==> config.mk <==
export PLATFORM = sky130hd
export DESIGN_NAME = node_pkt_tx
export DESIGN_NICKNAME = d
export VERILOG_FILES = /design/src/rtl/node_pkt_tx.sv
export SDC_FILE = /design/constraint.sdc
export NUM_CORES = 1
export LEC_CHECK = 0
export ABC_AREA = 1
export CAP_MARGIN = 5
export CORE_ASPECT_RATIO = 0.9
export CORE_MARGIN = 2
export CORE_UTILIZATION = 30
export DETAILED_ROUTE_END_ITERATION = 10
export PLACE_DENSITY = 0.49
export SLEW_MARGIN = 20
export SYNTH_ARGS = -nofsm -noshare
export SYNTH_HDL_FRONTEND = slang
export SYNTH_SLANG_ARGS = --single-unit
==> constraint.sdc <==
create_clock -name clk -period 2.1 [get_ports clk]
set_clock_uncertainty 0.1 [all_clocks]
set_input_delay 0.42 -clock clk [delete_from_list [all_inputs] [get_ports clk]]
set_output_delay 0.42 -clock clk [all_outputs]
set_load 0.005 [all_outputs]
==> src/rtl/node_pkt_tx.sv <==
// node_pkt_tx: snapshots node state on tx_start and frames it as 5 or 6 flits (header, id, hops, q, energy[, ch_id]).
// First flit 1 cycle after an accepted request; under flit_ready backpressure the flit is held stable indefinitely.
module node_pkt_tx #(
  parameter int FLIT_W     = 16,
  parameter int GAP_CYCLES = 4
) (
  input  logic              clk,
  input  logic              rst,
  input  logic              tx_start,
  input  logic [3:0]        pkt_type,
  input  logic [FLIT_W-1:0] node_id,
  input  logic [FLIT_W-1:0] hops,
  input  logic [FLIT_W-1:0] q_value,
  input  logic [FLIT_W-1:0] energy,
  input  logic [FLIT_W-1:0] ch_id,
  input  logic              role,
  input  logic              low_e,
  output logic [FLIT_W-1:0] flit_data,
  output logic              flit_valid,
  output logic              flit_last,
  input  logic              flit_ready,
  output logic              busy,
  output logic              tx_done,
  output logic              tx_drop
);

  localparam logic [3:0] PT_CH_ANN = 4'd2;
  localparam logic [3:0] PT_JOIN   = 4'd3;
  localparam logic [3:0] PT_DATA   = 4'd4;

  localparam int GAP_W      = (GAP_CYCLES > 1) ? $clog2(GAP_CYCLES) : 1;
  localparam int GAP_LAST_I = (GAP_CYCLES > 0) ? GAP_CYCLES - 1 : 0;
  localparam logic [GAP_W-1:0] GAP_LAST = GAP_W'(GAP_LAST_I);

  typedef enum logic [1:0] {
    S_IDLE = 2'd0,
    S_SEND = 2'd1,
    S_GAP  = 2'd2
  } state_t;

  typedef struct packed {
    logic [3:0]        pkt_type;
    logic              role;
    logic              low_e;
    logic [FLIT_W-1:0] node_id;
    logic [FLIT_W-1:0] hops;
    logic [FLIT_W-1:0] q_value;
    logic [FLIT_W-1:0] energy;
    logic [FLIT_W-1:0] ch_id;
  } hdr_t;

  state_t             state_q, state_d;
  hdr_t               shadow_q, shadow_d;
  logic [2:0]         len_q, len_d;
  logic [2:0]         flit_cnt_q, flit_cnt_d;
  logic [GAP_W-1:0]   gap_cnt_q, gap_cnt_d;
  logic               tx_done_q, tx_done_d;
  logic               tx_drop_q, tx_drop_d;

  hdr_t               req;
  logic               type_ok;
  logic               req_legal;
  logic               req_long;
  logic               sending;
  logic               last_w;

  assign req       = {pkt_type, role, low_e, node_id, hops, q_value, energy, ch_id};
  assign type_ok   = (pkt_type >= 4'd1) && (pkt_type <= 4'd4);
  // A node may only announce itself as cluster head if it is one and has energy to spare.
  assign req_legal = type_ok && !((pkt_type == PT_CH_ANN) && (low_e || !role));
  assign req_long  = (pkt_type == PT_JOIN) || (pkt_type == PT_DATA);

  assign sending   = (state_q == S_SEND);
  assign last_w    = sending && (flit_cnt_q == (len_q - 3'd1));

  always_comb begin
    state_d    = state_q;
    shadow_d   = shadow_q;
    len_d      = len_q;
    flit_cnt_d = flit_cnt_q;
    gap_cnt_d  = gap_cnt_q;
    tx_done_d  = 1'b0;
    tx_drop_d  = 1'b0;
    case (state_q)
      S_IDLE: begin
        if (tx_start) begin
          if (req_legal) begin
            shadow_d   = req;
            len_d      = req_long ? 3'd6 : 3'd5;
            flit_cnt_d = '0;
            state_d    = S_SEND;
          end else begin
            tx_drop_d = 1'b1;
          end
        end
      end
      S_SEND: begin
        if (flit_ready) begin
          if (last_w) begin
            tx_done_d  = 1'b1;
            flit_cnt_d = '0;
            gap_cnt_d  = '0;
            state_d    = (GAP_CYCLES == 0) ? S_IDLE : S_GAP;
          end else begin
            flit_cnt_d = flit_cnt_q + 3'd1;
          end
        end
      end
      S_GAP: begin
        if (gap_cnt_q == GAP_LAST) begin
          gap_cnt_d = '0;
          state_d   = S_IDLE;
        end else begin
          gap_cnt_d = gap_cnt_q + 1'b1;
        end
      end
      default: state_d = S_IDLE;
    endcase
  end

  always_ff @(posedge clk) begin
    if (rst) begin
      state_q    <= S_IDLE;
      shadow_q   <= '0;
      len_q      <= '0;
      flit_cnt_q <= '0;
      gap_cnt_q  <= '0;
      tx_done_q  <= 1'b0;
      tx_drop_q  <= 1'b0;
    end else begin
      state_q    <= state_d;
      shadow_q   <= shadow_d;
      len_q      <= len_d;
      flit_cnt_q <= flit_cnt_d;
      gap_cnt_q  <= gap_cnt_d;
      tx_done_q  <= tx_done_d;
      tx_drop_q  <= tx_drop_d;
    end
  end

  // Flit payload comes only from the shadow copy, so it cannot move while stalled.
  always_comb begin
    flit_data = '0;
    if (sending) begin
      case (flit_cnt_q)
        3'd0:    flit_data = {shadow_q.pkt_type, shadow_q.role, shadow_q.low_e, 6'b0, 1'b0, len_q};
        3'd1:    flit_data = shadow_q.node_id;
        3'd2:    flit_data = shadow_q.hops;
        3'd3:    flit_data = shadow_q.q_value;
        3'd4:    flit_data = shadow_q.energy;
        3'd5:    flit_data = shadow_q.ch_id;
        default: flit_data = '0;
      endcase
    end
  end

  assign flit_valid = sending;
  assign flit_last  = last_w;
  assign busy       = (state_q != S_IDLE);
  assign tx_done    = tx_done_q;
  assign tx_drop    = tx_drop_q;

endmodule

# --- Word-level counts from Yosys, hierarchy flattened ---
# Cells that the tools add are included.
totals:
  reg_bits: 98
  out_inout_bits: 21
  elab_cells: 79
  inputBits: 90
op_classes:
  reduce_logical: 19
  n_eq_ne: 17
  bitwise: 4
  n_addsub: 3
  magnitude_cmp: 2
  muxes: 20
op_table:
  columns: ["cell", "count"]
  rows:
  - ["$pmux W16 S6", 1]
  - ["$mux W2", 9]
  - ["$mux W16", 1]
  - ["$mux W3", 4]
  - ["$ne A2 B2 Y1 const B", 5]
  - ["$eq A4 B2 Y1 const B", 2]
  - ["$eq A3 B2 Y1 const B", 2]
  - ["$eq A3 B3 Y1 const B", 2]
  - ["$pmux W2 S3", 1]
  - ["$pmux W3 S2", 1]
  - ["$reduce_and A3 Y1", 2]
  - ["$reduce_bool A2 Y1", 3]
  - ["$reduce_or A3 Y1", 2]
  - ["$reduce_and A5 Y1", 1]
  - ["$eq A2 B2 Y1 const B", 2]
  - ["$eq A4 B3 Y1 const B", 1]
  - ["$ge A4 B1 Y1 const B", 1]
  - ["$le A4 B3 Y1 const B", 1]
  - ["$logic_and A1 B1 Y1", 4]
  - ["$not A1 Y1", 4]
  - ["$pmux W2 S2", 1]
  - ["$reduce_and A4 Y1", 1]
  - ["$add A3 B1 Y3 const B", 1]
  - ["$eq A3 B1 Y1 const B", 1]
  - ["9 further kinds", 12]

# --- Logic depth before layout (Yosys ltp) ---
# Gate-level depths: netlist (run 1).
logic_depth:
  word_depth: 8
  ltp_mapped: 12
  ltp_nobuf: 12

# --- Worst setup path before layout (run 1) ---
# OpenSTA, ideal clock, no wires.
synth_path:
  kind: "register -> output"
  start: "register flit_cnt_q[0]"
  end: "output port flit_data[10]"
  path_slack_ps: 147
  arrival_time_ps: 1433
  stages_incl_launch_ff: 7
  cell_sequence: "dfxtp_1 > ha_1 > ha_1 > clkbuf_1 > clkbuf_1 > a221oi_1 > a21oi_1"
synth_between:
  elab_chain_cells: 3
synth_lines:
  columns: ["item", "line", "rtl"]
  rows:
  - ["start, declared", "55", "logic [2:0] flit_cnt_q, flit_cnt_d;"]
  - ["start signal, assigned", "134", "flit_cnt_q <= flit_cnt_d;"]
  - ["$eq A3 B3 Y1, or another cell as far along", "145", "case (flit_cnt_q)"]
  - ["$pmux W16 S6 (*)", "145", null]
  - ["$mux W16 (*)", "144", "if (sending) begin"]
  - ["end, declared", "18", "output logic [FLIT_W-1:0] flit_data,"]
# Mark *: on every way between the ends. The rest lies on a longest branch, timed or not.

# --- Worst setup path after layout (run 1) ---
layout_path:
  start: "register flit_cnt_q[0]"
  end: "output port flit_data[12]"
# The elaborated chain is that of the path after synthesis.

==> results of run 1 <==
[worst register-to-register path, stage by stage (launching register included)]
cell     delay (ns)
dfxtp_2        0.36
nor2_2         0.21
nand2_2        0.14
nor2_8         0.15
inv_4          0.07
buf_12         0.17
nor2_1         0.26
nor2_1         0.08
[timing repair]
| item | 4_1_cts | 5_1_grt |
|---|---|---|
| buffers inserted | 4 | 1 |
| pin swaps | 28 | 6 |
| setup endpoints to repair | 18 | 17 |
| gates cloned | 2 | 0 |
| resized for setup | 157 | 16 |
[cells in the mapped netlist]
library cell,number,area [um2]
nor2_1,184,691
dfxtp_1,98,1960
o21ai_0,82,410
nand2_1,60,225
nand3_1,36,180
inv_1,35,131
a21oi_1,22,110
buf_2,16,80.1
o21ai_1,15,75.1
clkbuf_1,14,52.6
a221oi_1,9,78.8
ha_1,7,87.6
a41oi_1,5,43.8
buf_6,5,56.3
buf_1,3,11.3
a22o_1,2,17.5
nand2_2,2,12.5
nand3b_1,2,15.0
nand4_1,2,12.5
xnor2_1,2,17.5
a21oi_2,1,8.76
buf_4,1,7.51
inv_4,1,6.26
nand3_4,1,17.5
nor2_2,1,6.26
nor2_8,1,20.0
nor3_1,1,5.00
nor3b_1,1,7.51
[state kept, by name, indices dropped and copies added, names as in the netlist]
signal,count
flit_cnt_q,3
gap_cnt_q,2
len_q,3
shadow_q,86
state_q,2
tx_done,1
tx_drop,1
[where the power goes]
| part | switching (mW) | internal (mW) | total (mW) |
|---|---|---|---|
| clock | 0.715 | 0.921 | 1.64 |
| sequential | 0.0817 | 1.96 | 2.04 |
| combinational | 0.360 | 0.404 | 0.763 |
| total | 1.16 | 3.29 | 4.44 |
[path summary, 6_finish.rpt]
path / startpoint / slack (ns) / to / cells after the start
worst max-delay path: flit_cnt_q[0] / -0.25 / flit_data[12] / 8
worst min-delay path: shadow_q[85] / 0.34 / shadow_q[85] / 2
worst max register to register: state_q[0] / 0.45 / shadow_q[21] / 7
worst min register to register: shadow_q[85] / 0.34 / shadow_q[85] / 2
[cells by family (layout without fill, tap and decap cells)]
group                    count (synthesis)  count (layout)  share of synthesized area, %
XOR/XNOR                                 2               2                         0.403
AO/OA/AOI/OAI                          136             136                          17.1
flip-flops                              98              98                          45.1
AND/OR/NAND/NOR                        291             291                          27.4
buffers and inverters                   75             222                          7.94
adder cells (fa/ha/maj)                  7               7                          2.01
[routing by layer]
layer / share of wire [%] / up-vias / wire length (um) / track usage, %
li1: - / 2282 / - / -
met1: 48 / 2035 / 7180 / 27.1
met2: 44 / 114 / 6590 / 29.5
met3: 5.5 / 17 / 818 / 3.98
met4: 1.6 / 0 / 230 / 5.32
met5: 0 / - / 0 / 0
[layout make-up]
| cell class | count | area, um2 | share of cell area, % |
|---|---|---|---|
| clock inverters | 4 | 53.8 | 0.800 |
| flip-flops and latches | 98 | 1970 | 29.3 |
| inverters | 36 | 148 | 2.19 |
| clock buffers | 11 | 233 | 3.46 |
| repair buffers | 171 | 1630 | 24.3 |
| multi-input cells | 436 | 2450 | 36.4 |
| well taps | 193 | 241 | 3.59 |
[metrics by stage]
step / hold WS, ns / util [%] / area (um2)
floorplan: 0.319 / - / 4350
global placement: 0.336 / 42.5 / 6000
detailed placement: 0.342 / 42.5 / 6000
CTS: 0.352 / 47.2 / 6660
global route: 0.381 / 47.7 / 6730
finish: 0.344 / 47.7 / 6730
==> run_results.csv, run 1 <==
group,metric,value,unit
clock_tree,h-tree-depth,3,
logic_synthesis,avgSynthCellArea,7.14,um2
setup_path,crit_chain,"buf_12 > ha_4 > nand3_1 > o21ai_2 > buf_4 > a221oi_4 > a21oi_2 > buf_2",
timing,fin_crit,2.35,ns
clock_tree,cts.sinks,98,
setup_path,crit_family,"buffers and inverters",
grt,grt-ovfl-total,0,
placement,pre_cts_slack,-0.519,ns
clock_tree,clockBufferDepth,2,
clock_tree,cts_buffers,9,
timing,finalSetupViolations,16,
drt,first_pass_iters,4,
grt,grtUsageTotal,19.2,%
final_layout,stdcell_count,949,
grt,grt_pass1_wl,22900,um
logic_synthesis,synth_nets,706,
power_and_ir_drop,power.leakage,2.80,nW
clock_tree,cts.clk_slew.worst_paths,0.07,ns
drt,via_count,4448,
grt,grt_pass1_vias,4302,
final_layout,final_common_cell,"nor2_1",
status,violations,"setup timing",
timing,tightest_slew,0.331,ns
clock_tree,cts_tree,"done",
placement,dpl.cell_count,927,
clock_tree,clockRootBuffer,"clkbuf_16",
timing,fin_crit_sh,112,%
logic_synthesis,ys_types,28,
power_and_ir_drop,powerDensity,660,nW/um2
placement,port_buffers,110,
clock_tree,cts_hold_buf,0,
setup_path,crit_type,"flop to output pin",
floorplan,core_area,14100,um2
setup_path,start_kind,"flop",
setup_path,cp_num_buf_inv,3,
floorplan,fp.dieW,131,um
timing,relSlewSlack,77.9,%
final_layout,diodes,0,
timing,rsz0062_at_grt,"true",
final_layout,syn_to_final_growth,54.7,%
logic_synthesis,synth_seq_cells,98,
final_layout,final_cell_mix,"nor2_1 (184), dfxtp_1 (93), clkdlybuf4s50_1 (92)",
floorplan,initial_core_util,30.8,%
setup_path,worstPathRequired,1.58,ns
floorplan,ios,111,
clock_tree,clock_latency,0.35,ns
floorplan,core.rowCount,41,
timing,timing.final.hold_violations,0,
placement,gp_congestion,0.874,
placement,hpwl,10600,um
floorplan,die_area,15500,um2
drt,final_antenna_net_count,0,
timing,timing.final.ws_setup,-0.254,ns
drt,routedWlPerCell,15.6,um
setup_path,worstSetupEndpointType,"output pin",
final_layout,drive_above_1_share,22.0,%
drt,drt-initial-drc-count,355,
final_layout,nNetsFinal,849,
drt,post-route-drc-count,0,
drt,detail_route.vias_per_cell,4.69,
status,status,"finished with violations",
timing,slew_viol_final,0,
power_and_ir_drop,total_power,4.44,mW
grt,grt_antenna_before_repair,0,
flow_run,cap_violations,0,
setup_path,crit_arrival,1.83,ns
logic_synthesis,synthCells,609,
grt,grt_max_degree,89,
final_layout,nFillCells,1400,
logic_synthesis,synth-seq-area-share,45.1,%
timing,finalSetupTns,-3.31,ns
setup_path,cpPeakStageDelay,0.38,ns
floorplan,fp.dieH,118,um
min_path,hold_class,"flop to flop",
setup_path,critPathSlowestCell,"dfxtp_4",
logic_synthesis,yosys_warnings,0,
timing,fmax,0.425,GHz
logic_synthesis,synth_area,4350,um2
power_and_ir_drop,irDropWorstVdd,0.441,mV
setup_path,cp_max_fo,9,
drt,totalWireLength,14800,um
No activity file was read; power rests on OpenSTA's default activity.
==> run 2: changes to the inputs <==
PLACE_DENSITY = 0.51   (was 0.49)
clock period = 2.15 ns   (was 2.1 ns; I/O delays follow)
==> run_results.csv, run 2 (synthesis gave the netlist of run 1 again) <==
group,metric,value,unit
setup_path,crit_family,"buffers and inverters",
clock_tree,clockRootBuffer,"clkbuf_16",
power_and_ir_drop,power.leakage,2.84,nW
setup_path,start_kind,"flop",
setup_path,cp_max_fo,7,
clock_tree,h-tree-depth,3,
clock_tree,clockBufferDepth,2,
timing,fmax,0.425,GHz
grt,grtUsageTotal,20.2,%
setup_path,cpMostUsedCell,"buf_6",
min_path,hp-start,"gap_cnt_q[0]",
drt,drt-initial-drc-count,339,
timing,finalSetupViolations,16,
setup_path,crit_type,"flop to output pin",
grt,grt-ovfl-total,0,
timing,timing.final.ws_setup,-0.202,ns
placement,pre_cts_slack,-0.403,ns
clock_tree,clock_latency,0.35,ns
final_layout,final_cell_mix,"nor2_1 (183), dfxtp_1 (93), clkdlybuf4s50_1 (93)",
placement,gp_congestion,0.829,
power_and_ir_drop,total_power,4.40,mW
drt,first_pass_iters,4,
clock_tree,cts.clk_slew.worst_paths,0.06,ns
grt,grt_pass1_wl,23800,um
min_path,min_path_cells,1,
setup_path,cp_num_buf_inv,6,
clock_tree,cts_hold_buf,0,
power_and_ir_drop,powerDensity,645,nW/um2
final_layout,largest_reg_flops,86,
final_layout,diodes,0,
flow_run,cap_violations,0,
grt,grt_pass1_vias,4476,
floorplan,die_area,15500,um2
status,status,"finished with violations",
setup_path,regToRegEndpoint,"flit_cnt_q[1]",
setup_path,crit_arrival,1.82,ns
timing,fin_crit_sh,109,%
floorplan,core_area,14100,um2
setup_path,worstSetupEndpointType,"output pin",
placement,hpwl,11000,um
final_layout,top_regs,"shadow_q (86), flit_cnt_q (3), len_q (3)",
final_layout,syn_to_final_growth,56.8,%
setup_path,crit_chain,"inv_4 > ha_4 > buf_6 > nand2_4 > inv_6 > buf_6 > buf_8 > nand2_2 > a21oi_2 > buf_2",
final_layout,final_util,48.3,%
clock_tree,cts.sinks,98,
floorplan,fp.dieW,131,um
clock_tree,cts_buffers,9,
clock_tree,cts_tree,"done",
setup_path,worstPathRequired,1.62,ns
drt,post-route-drc-count,0,
min_path,hold_class,"flop to flop",
drt,routedWlPerCell,16.2,um
final_layout,nNetsFinal,848,
floorplan,core.rowCount,41,
drt,via_count,4576,
power_and_ir_drop,irDropWorstVdd,0.604,mV
placement,port_buffers,110,
grt,grt_max_degree,89,
setup_path,rrSetupSlack,0.55,ns
floorplan,ios,111,
floorplan,initial_core_util,30.8,%
status,violations,"setup timing",
placement,placed_area,5910,um2
drt,totalWireLength,15400,um
timing,rsz0062_at_grt,"true",
drt,final_antenna_net_count,0,
setup_path,r2r-start,"flit_cnt_q[0]",
timing,slew_viol_final,0,
setup_path,cpPeakStageDelay,0.37,ns
timing,timing.final.hold_violations,0,
final_layout,stdcell_count,949,
timing,relSlewSlack,78.3,%
placement,dpl.cell_count,922,
grt,grt_antenna_before_repair,0,
final_layout,stdcell_area,6820,um2
floorplan,fp.dieH,118,um
final_layout,final_common_cell,"nor2_1",
min_path,hold_end,"gap_cnt_q[0]",
drt,detail_route.vias_per_cell,4.82,
timing,fin_crit,2.35,ns
timing,tightest_slew,0.325,ns
final_layout,drive_above_1_share,24.1,%
final_layout,regMostFlops,"shadow_q",
setup_path,reg2reg_depth,10,
setup_path,critPathSlowestCell,"dfxtp_4",
-- run 2: layout make-up --
| cell class | instances | area (um2) |
|---|---|---|
| Clock buffer | 14 | 264 |
| Clock inverter | 2 | 35.0 |
| Fill cell | 1383 | 7290 |
| Inverter | 36 | 155 |
| Multi-Input combinational cell | 436 | 2530 |
| Sequential cell | 98 | 1970 |
| Tap cell | 193 | 241 |
| Timing Repair Buffer | 170 | 1620 |
-- run 2: power by group --
group          internal (mW)  switching [mW]
combinational          0.388           0.364
sequential              1.92          0.0900
clock                  0.965           0.675
total                   3.27            1.13
-- run 2: worst max-delay path by stage --
stage | startpoint | cells after the start | end
after CTS | flit_cnt_q[1] | 10 | flit_data[5]
after global placement | flit_cnt_q[1] | 11 | flit_data[15]
after global routing | flit_cnt_q[1] | 11 | flit_data[15]
after floorplan | flit_cnt_q[0] | 6 | flit_data[10]
after detailed placement | flit_cnt_q[0] | 8 | flit_data[7]
final | flit_cnt_q[1] | 10 | flit_data[3]
-- run 2: repair_timing --
item / CTS / global route
pin swaps: 39 / 26
buffers inserted: 10 / 2
setup endpoints to repair: 18 / 17
gates cloned: 3 / 0
resized for setup: 174 / 34
-- run 2: per-layer routing --
| layer | vias to the layer above | track usage (%) | routed length, um | part of all wire (%) |
|---|---|---|---|---|
| met5 | - | 0 | 0 | 0 |
| met4 | 0 | 6.18 | 355 | 2.3 |
| met3 | 26 | 5.84 | 1180 | 7.7 |
| met2 | 165 | 29.6 | 6590 | 43 |
| met1 | 2104 | 28.4 | 7280 | 47 |
| li1 | 2281 | - | - | - |
-- run 2: metrics by stage --
| step | hold slack, ns | TNS, ns |
|---|---|---|
| after CTS | 0.371 | -2.25 |
| after global placement | 0.342 | -5.80 |
| after floorplan | 0.319 | 0 |
| final | 0.369 | -2.48 |
| after detailed placement | 0.362 | -6.85 |
| after global routing | 0.394 | -3.46 |
